--- config.mk ---
export PLATFORM = sky130hd
export DESIGN_NAME = secuenciador_suma_nibbles
export DESIGN_NICKNAME = d
export VERILOG_FILES = /design/src/rtl/secuenciador_suma_nibbles.sv
export SDC_FILE = /design/constraint.sdc
export NUM_CORES = 1
export LEC_CHECK = 0
export ABC_AREA = 1
export CORE_ASPECT_RATIO = 0.9
export CORE_MARGIN = 2
export CORE_UTILIZATION = 45
export CTS_BUF_LIST = sky130_fd_sc_hd__clkbuf_8
export CTS_CLUSTER_DIAMETER = 100
export DETAILED_ROUTE_END_ITERATION = 8
export DONT_BUFFER_PORTS = 1
export GPL_ROUTABILITY_DRIVEN = 0
export PLACE_DENSITY_LB_ADDON = 0.12
export SYNTH_ARGS = -nofsm -noshare
export SYNTH_HDL_FRONTEND = slang
export SYNTH_SLANG_ARGS = --single-unit
--- constraint.sdc ---
create_clock -name clk -period 1.6 [get_ports clk]
set_clock_uncertainty 0.2 [all_clocks]
set_input_delay 0.16 -clock clk [delete_from_list [all_inputs] [get_ports clk]]
set_output_delay 0.16 -clock clk [all_outputs]
set_load 0.01 [all_outputs]
--- src/rtl/secuenciador_suma_nibbles.sv ---
`default_nettype none
// ============================================================================
// Module   : secuenciador_suma_nibbles
// Summary  : Wide adder built from one shared external 4-bit adder, one nibble per clock, LS first.
// Revision : 1.0 - initial release
// ============================================================================
module secuenciador_suma_nibbles #(
  parameter int NIBBLES = 4
) (
  input  logic                 clk,
  input  logic                 rst_n,
  input  logic                 inicio,
  input  logic [4*NIBBLES-1:0] a,
  input  logic [4*NIBBLES-1:0] b,
  input  logic                 cin,
  output logic                 ocupado,
  output logic                 listo,
  output logic [4*NIBBLES-1:0] suma,
  output logic                 cout,
  output logic [3:0]           sa_a,
  output logic [3:0]           sa_b,
  output logic                 sa_cin,
  input  logic [3:0]           sa_s,
  input  logic                 sa_cout
);

  localparam int W  = 4 * NIBBLES;
  localparam int CW = (NIBBLES > 1) ? $clog2(NIBBLES) : 1;

  localparam logic [1:0] REPOSO  = 2'd0;
  localparam logic [1:0] SUMANDO = 2'd1;
  localparam logic [1:0] FIN     = 2'd2;

  localparam logic [CW-1:0] c_last = CW'(NIBBLES - 1);

  logic [1:0]    r_state;
  logic [W-1:0]  r_op_a;
  logic [W-1:0]  r_op_b;
  logic [W-1:0]  r_res;
  logic          r_carry;
  logic [CW-1:0] r_cnt;
  logic [W-1:0]  w_res_next;
  logic          w_sumando;

  // Each adder nibble enters at the top; after NIBBLES shifts the result is aligned.
  generate
    if (NIBBLES == 1) begin : g_one_nibble
      assign w_res_next = sa_s;
    end else begin : g_multi_nibble
      assign w_res_next = {sa_s, r_res[W-1:4]};
    end
  endgenerate

  assign w_sumando = (r_state == SUMANDO);
  assign ocupado   = w_sumando;
  assign listo     = (r_state == FIN);
  assign sa_a      = w_sumando ? r_op_a[3:0] : 4'd0;
  assign sa_b      = w_sumando ? r_op_b[3:0] : 4'd0;
  assign sa_cin    = w_sumando ? r_carry : 1'b0;

  always_ff @(posedge clk or negedge rst_n) begin
    if (!rst_n) begin
      r_state <= REPOSO;
      r_op_a  <= '0;
      r_op_b  <= '0;
      r_res   <= '0;
      r_carry <= 1'b0;
      r_cnt   <= '0;
      suma    <= '0;
      cout    <= 1'b0;
    end else begin
      case (r_state)
        SUMANDO: begin
          r_op_a  <= r_op_a >> 4;
          r_op_b  <= r_op_b >> 4;
          r_res   <= w_res_next;
          r_carry <= sa_cout;
          r_cnt   <= r_cnt + 1'b1;
          if (r_cnt == c_last) begin
            suma    <= w_res_next;
            cout    <= sa_cout;
            r_state <= FIN;
          end
        end
        REPOSO, FIN: begin
          // FIN accepts a new start so operations can run back to back.
          if (inicio) begin
            r_op_a  <= a;
            r_op_b  <= b;
            r_carry <= cin;
            r_cnt   <= '0;
            r_res   <= '0;
            r_state <= SUMANDO;
          end else begin
            r_state <= REPOSO;
          end
        end
        default: r_state <= REPOSO;
      endcase
    end
  end

endmodule
`default_nettype wire
Yosys cells after proc, flatten, opt, wreduce, memory -nomap -nowiden --
Index checks and enable logic that the tools add are counted.
Cells by class: add/sub/neg operators 1, equal/unequal tests 5, mux-type cells 16, reduce and logical (&&, ||, !) cells 5
Operator list (number):
- $pmux W16 S2 | 3
- $mux W16 | 3
- $mux W4 | 2
- $pmux W2 S2 | 2
- $eq A2 B2 Y1 const B | 2
- $mux W2 | 2
- $reduce_and A2 Y1 | 2
- $mux W1 | 3
- $add A2 B1 Y2 const B | 1
- $eq A2 B1 Y1 const B | 1
- $logic_not A2 Y1 | 1
- $ne A2 B1 Y1 const B | 1
- $ne A2 B2 Y1 const B | 1
- $pmux W1 S2 | 1
- $reduce_bool A2 Y1 | 1
- $reduce_or A2 Y1 | 1
Storage, ports and cells: register bits after elaboration 70, input port bits 41, output and inout bits 28

Depth between registers and ports, before layout --
Gate-level depths: netlist of the first run.
depth after elaboration 4, gate-level depth with buffers 6

Worst setup path before layout of the first run --
OpenSTA, ideal clock, no wires.
kind flip-flop to flip-flop, start register r_cnt[0], end register suma[10], library setup time 0.065 ns, data arrival time 1.148 ns, required time 1.335 ns, path slack 0.187 ns, cell stages (with the launch flop) 7, buffers on the path 2, clock period less this slack 1.413 ns, cell sequence dfrtp_1 ha_1 buf_2 nand3_2 buf_2 nand2_1 nand2_1
On the way: word-level cells in the longest chain between the ends 2
Ends and longest elaborated chain:
- from (decl) | RTL line 41 | logic [CW-1:0] r_cnt;
- from (signal assigned) | RTL line 78 | r_cnt <= r_cnt + 1'b1;
- $eq A2 B2 Y1 | RTL line 79 | if (r_cnt == c_last) begin
- $reduce_and A2 Y1 (no line)
- to (signal assigned) | RTL line 80 | suma <= w_res_next;
- to (decl) | RTL line 18 | output logic [4*NIBBLES-1:0] suma,
Every way passes these cells. A chain may end at the register's enable or synchronous reset.

Worst setup path in the final report of the first run --
start register r_state[1], end output sa_a[0]
On the way: word-level cells in the longest chain between the ends 2
Ends and longest elaborated chain:
- from (decl) | RTL line 36 | logic [1:0] r_state;
- from (signal assigned) | RTL line 63 | r_state <= REPOSO;
- from (signal assigned) | RTL line 82 | r_state <= FIN;
- from (signal assigned) | RTL line 93 | r_state <= SUMANDO;
- $eq A2 B1 Y1 | RTL line 54 | assign w_sumando = (r_state == SUMANDO);
- $mux W4 | RTL line 57 | assign sa_a = w_sumando ? r_op_a[3:0] : 4'd0;
- to (decl) | RTL line 20 | output logic [3:0] sa_a,
Every way passes these cells.

==> flow_metrics.env, run 1 <==
export IMPL_regToRegSetupSlack_ns=0.09
export IMPL_leakagePower_nw=2.181
export IMPL_start_util=0.4616
export IMPL_clock_fmax_mhz=618.9
export IMPL_io_buffers=0
export IMPL_maxSlewHeadroom=0.7471
export IMPL_ant_nets=0
export IMPL_synth_top_area_cell="dfrtp_1"
export IMPL_placed_cells=477
export IMPL_final_hold_violation_count=66
export IMPL_grt_pass1_wl_mm=11.87
export IMPL_synth_distinct_cells=13
export IMPL_cts_buffers=9
export IMPL_hold_class="input pin to asynchronous set/reset pin"
export IMPL_grtUsageTotal=0.2056
export IMPL_fin_cells=543
export IMPL_end_kind="output pin"
export IMPL_ys_top_cells_by_area="dfrtp_1 55%, nand2_1 25%, nand3_1 11%"
export IMPL_netlist_area_um2=3008
export IMPL_antenna_cells=0
export IMPL_detailed_place_hpwl_mm=4.276
export IMPL_outcome="complete, but fails checks"
export IMPL_worst_pin_slew_ns=0.3790
export IMPL_hold_worst_slack_ns=-0.6987
export IMPL_synth_cells=388
export IMPL_grt_ovfl_total=0
export IMPL_ys_seq_area_frac=0.5491
export IMPL_core_area_um2=6516
export IMPL_fin_ws_ns=-0.01566
export IMPL_antenna_found_initial=0
export IMPL_clk_pin_slew_worst_paths_ns=0.07
export IMPL_cts_root_buf="clkbuf_8"
export IMPL_vias_per_cell=4.860
export IMPL_cp_data_arrival_time_ns=1.26
export IMPL_crit_required_ns=1.24
export IMPL_synth_warnings=0
export IMPL_clock_sinks=66
export IMPL_dieArea_um2=7355
export IMPL_num_vias=2639
export IMPL_cts_buffer_depth=2
export IMPL_fin_crit_ns=1.616
export IMPL_clock_latency_ns=0.34
export IMPL_crit_fanout=6
export IMPL_finalWirelength_mm=7.527
export IMPL_r2r_start="r_state[0]"
export IMPL_cts_tree="done"
export IMPL_final_core_util=0.6183
export IMPL_cap_violations=0
export IMPL_nFillCells=650
export IMPL_layout_drive_gt1_share=0.1479
export IMPL_rr_worst_depth=6
export IMPL_drt_iter0_drc=158
export IMPL_maxSlewViolCount=0
export IMPL_grt_pass1_vias=2454
export IMPL_io_pins=69
export IMPL_drc=0
export IMPL_postSynthAreaPerCell_um2=7.752
export IMPL_hold_buffers=38
export IMPL_r2r_end="r_op_a[12]"
export IMPL_rsz0062_at_grt="true"
export IMPL_nets=490
export IMPL_syn2layout_area_growth_pct=33.94
export IMPL_synth_net_count=430
export IMPL_final_setup_viol_count=6
export IMPL_ir_worst_vdd_uv=797.9
export IMPL_die_w_um=90.18
export IMPL_crit_start="r_state[1]"
export IMPL_die_h_um=81.56
export IMPL_path_class="flip-flop to output pin"
export IMPL_yosys_register_bits=66
export IMPL_row_count=28
export IMPL_period_share=1.010
export IMPL_first_pass_iters=4
export IMPL_powerDensity_nw_per_um2=2014
export IMPL_finalPower_w=0.008113
export IMPL_violations="hold timing, setup timing"
export IMPL_synth_top_cell_area_share=0.5491
export IMPL_start_kind="flip-flop"
export IMPL_grt_max_degree=67
export IMPL_htree_levels=3
export IMPL_post_drt_wl_per_cell_um=13.86
==> report_power, final <==
group | leakage (nW) | switching, W | internal (W)
clock network | 0.105 | 0.000603 | 0.000673
logic | 1.23 | 0.00214 | 0.00174
registers | 0.842 | 0.000553 | 0.00240
==> sequential cells by signal, indices dropped and copies added (netlist names) <==
register	flops
r_res	12
r_op_b	16
r_carry	1
cout	1
suma	16
r_op_a	16
r_state	2
r_cnt	2
==> kinds of logic (layout without fill, tap and decap cells) <==
| kind of cell | Yosys count | count (layout) | share of synthesized area |
|---|---|---|---|
| buffers and inverters | 38 | 103 | 0.06281 |
| AO/OA/AOI/OAI | 1 | 1 | 0.001662 |
| adder cells (fa/ha/maj) | 1 | 1 | 0.004159 |
| AND/OR/NAND/NOR | 282 | 282 | 0.3823 |
| flip-flops | 66 | 66 | 0.5491 |
==> repair_timing <==
action | 4_1_cts | 5_1_grt
cloned | 1 | 2
buffers inserted | 6 | 3
pin swaps | 1 | 2
hold endpoints to repair | 108 | 66
resized for setup | 8 | 23
endpoints found under the setup margin | 10 | 10
==> placed cells by master, fill, tap and decap left out <==
master and count:
buf_12 3, buf_4 19, buf_6 10, bufbuf_16 1, clkbuf_16 2, clkbuf_8 12, clkinv_2 2, dfrtp_1 65
dfrtp_2 1, dlygate4sd3_1 38, ha_1 1, inv_1 13, inv_2 3, nand2_1 203, nand2_2 2, nand2_4 1
nand3_1 64, nand3_2 1, nor2_1 1, nor2_4 10, o21ai_0 1
==> per-stage QoR <==
| step | worst slack (ns) | instance area, µm² | setup TNS, ns |
|---|---|---|---|
| 6_report | -0.01566 | 4029 | -0.05646 |
| 5_1_grt | -0.07194 | 4029 | -0.5628 |
| 4_1_cts | -0.01616 | 3862 | -0.04512 |
| 3_5_place_dp | 0.1227 | 3199 | 0 |
| 3_3_place_gp | 0.1732 | 3199 | 0 |
| 2_1_floorplan | 0.1875 | 3008 | 0 |
==> synth_stat cells <==
| library cell | instances |
|---|---|
| buf_2 | 16 |
| buf_4 | 7 |
| clkbuf_1 | 1 |
| dfrtp_1 | 66 |
| ha_1 | 1 |
| inv_1 | 11 |
| inv_2 | 3 |
| nand2_1 | 204 |
| nand2_2 | 2 |
| nand3_1 | 64 |
| nand3_2 | 1 |
| nor2_1 | 11 |
| o21ai_0 | 1 |
==> layout make-up <==
type | instances | area [µm²] | share of cell area
Clock buffer | 12 | 165.2 | 0.04099
Clock inverter | 4 | 17.52 | 0.004348
Inverter | 14 | 52.55 | 0.01304
Multi-Input combinational cell | 284 | 1250 | 0.3102
Sequential cell | 66 | 1653 | 0.4103
Tap cell | 90 | 112.6 | 0.02795
Timing Repair Buffer | 73 | 778.2 | 0.1932
==> worst max-delay path, stage by stage (launching register included) <==
cell     delay (ns)
dfrtp_1        0.39
inv_2          0.08
nand2_4        0.09
buf_12         0.16
nor2_4         0.08
buf_6          0.10
==> routing by layer <==
metal / track usage / vias to the layer above / part of all wire
li1: - / 1322 / -
met1: 0.2838 / 1234 / 0.47
met2: 0.3143 / 72 / 0.47
met3: 0.05872 / 11 / 0.050
met4: 0.07231 / 0 / 0.015
met5: 0 / - / 0
==> worst max-delay path by stage <==
stage | depth (start not counted) | to
finish | 5 | sa_a[0]
global route | 5 | sa_a[0]
CTS | 5 | sa_a[0]
detailed placement | 6 | r_op_a[12]
global placement | 6 | r_op_a[15]
floorplan | 6 | suma[10]
Power figures use the tool's default switching activity.
==> inputs of run 2 (changes only) <==
- BUFFER_PORTS_ARGS: not set -> -buffer_cell sky130_fd_sc_hd__buf_2
- DONT_BUFFER_PORTS: 1 -> not set
==> flow_metrics.env, run 2 (synthesis results as in run 1) <==
export IMPL_outcome="complete, but fails checks"
export IMPL_violations="setup timing"
export IMPL_row_count=28
export IMPL_clock_fmax_mhz=615.0
export IMPL_grt_ovfl_total=0
export IMPL_worst_pin_slew_ns=0.3522
export IMPL_final_setup_viol_count=9
export IMPL_final_hold_violation_count=0
export IMPL_final_seq_area_um2=1653
export IMPL_leakagePower_nw=2.464
export IMPL_cp_data_arrival_time_ns=1.27
export IMPL_first_pass_iters=4
export IMPL_cts_tree="done"
export IMPL_fin_crit_ns=1.626
export IMPL_grt_max_degree=67
export IMPL_dieArea_um2=7355
export IMPL_start_kind="flip-flop"
export IMPL_io_buffers=68
export IMPL_start_util=0.4616
export IMPL_finalWirelength_mm=7.816
export IMPL_ir_worst_vdd_uv=1014
export IMPL_die_w_um=90.18
export IMPL_placed_cells=536
export IMPL_clock_latency_ns=0.34
export IMPL_io_pins=69
export IMPL_drt_iter0_drc=173
export IMPL_period_share=1.016
export IMPL_num_vias=2849
export IMPL_finalPower_w=0.008693
export IMPL_fin_ws_ns=-0.02602
export IMPL_grt_pass1_vias=2578
export IMPL_cts_root_buf="clkbuf_8"
export IMPL_antenna_found_initial=0
export IMPL_reg_top3="r_op_a (16), r_op_b (16), suma (16)"
export IMPL_post_drt_wl_per_cell_um=12.96
export IMPL_maxSlewHeadroom=0.7652
export IMPL_cts_buffers=9
export IMPL_hold_class="input pin to flip-flop"
export IMPL_core_area_um2=6516
export IMPL_path_class="flip-flop to output pin"
export IMPL_cts_buffer_depth=2
export IMPL_ant_nets=0
export IMPL_nets=551
export IMPL_layout_drive_gt1_share=0.2495
export IMPL_final_common_cell="nand2_1"
export IMPL_end_kind="output pin"
export IMPL_powerDensity_nw_per_um2=1964
export IMPL_detailed_place_hpwl_mm=4.264
export IMPL_grtUsageTotal=0.2189
export IMPL_vias_per_cell=4.725
export IMPL_layout_common_cells="203 x nand2_1, 65 x dfrtp_1, 64 x nand3_1"
export IMPL_syn2layout_area_growth_pct=47.17
export IMPL_clock_sinks=66
export IMPL_crit_fanout=6
export IMPL_clk_pin_slew_worst_paths_ns=0.06
export IMPL_nFillCells=563
export IMPL_fin_cells=603
export IMPL_rsz0062_at_grt="true"
export IMPL_crit_required_ns=1.24
export IMPL_cap_violations=0
export IMPL_maxSlewViolCount=0
export IMPL_die_h_um=81.56
export IMPL_grt_pass1_wl_mm=12.54
export IMPL_multiInputGateArea_um2=1259
export IMPL_antenna_cells=0
export IMPL_htree_levels=3
export IMPL_drc=0
==> run 2: cell types whose count changed in the layout (fill, tap and decap cells not counted), moves of 2 or more <==
| cell | before | now |
|---|---|---|
| inv_1 | 13 | 11 |
| clkbuf_8 | 12 | 10 |
| clkinvlp_4 | 0 | 2 |
| buf_2 | 0 | 60 |
| buf_4 | 19 | 16 |
| bufbuf_16 | 1 | 3 |
| clkbuf_16 | 2 | 0 |
| buf_12 | 3 | 6 |
==> run 2: critical path, stage by stage, from the launching register on <==
cell and delay [ns]:
dfrtp_1 0.39, inv_2 0.10, nand2_8 0.09, buf_12 0.16, nor2_4 0.08, buf_6 0.10
==> run 2: timing repair <==
item	4_1_cts	5_1_grt
endpoints found under the setup margin	11	11
endpoints found under the hold margin	108	0
hold buffers	39	0
buffers inserted	8	1
gates resized for setup	11	24
cloned	4	0
pin swaps	1	1
==> run 2: per-stage QoR <==
step / cell area [µm²] / utilization / hold WS (ns) / setup TNS [ns] / worst slack (ns)
2_1_floorplan: 3008 / - / -0.3356 / 0 / 0.1875
3_3_place_gp: 3497 / 0.5367 / 0.007891 / 0 / 0.2385
3_5_place_dp: 3497 / 0.5367 / 0.005313 / 0 / 0.1899
4_1_cts: 4302 / 0.6601 / 0.08821 / -0.3623 / -0.04904
5_1_grt: 4427 / 0.6793 / 0.1121 / -0.6683 / -0.07794
6_report: 4427 / 0.6793 / 0.1041 / -0.1358 / -0.02602
==> run 2: area by class of cell <==
class                      instances  area share
sequential                        66      0.3734
multi-input combinational        284      0.2843
timing repair buffer             134      0.2614
clock buffer                      10     0.03109
tap                               90     0.02544
clock inverter                     5     0.01244
inverter                          14     0.01187
==> run 2: path summary, 6_finish.rpt <==
| check | startpoint | endpoint | slack (ns) | cells after the start |
|---|---|---|---|---|
| min in group asynchronous | rst_n | r_op_b[5] | 0.16 | 3 |
| hold / removal | inicio | r_state[0] | 0.10 | 4 |
| max in group asynchronous | rst_n | r_op_a[10] | 0.75 | 3 |
| hold reg to reg | suma[10] | suma[10] | 0.27 | 2 |
| setup / recovery | r_state[1] | sa_a[3] | -0.03 | 5 |
| setup reg to reg | r_state[0] | r_op_a[14] | 0.14 | 6 |
==> run 2: power breakdown <==
part	leakage [nW]	switching, W	internal, W
clock	0.0941	0.000622	0.000747
combinational	1.53	0.00237	0.00213
sequential	0.842	0.000429	0.00240
total	2.46	0.00342	0.00528
==> run 2: layer usage <==
metal	wire (µm)	track usage
met5	0	0
met4	171	0.1138
met3	325	0.03486
met2	3548	0.3248
met1	3770	0.3146
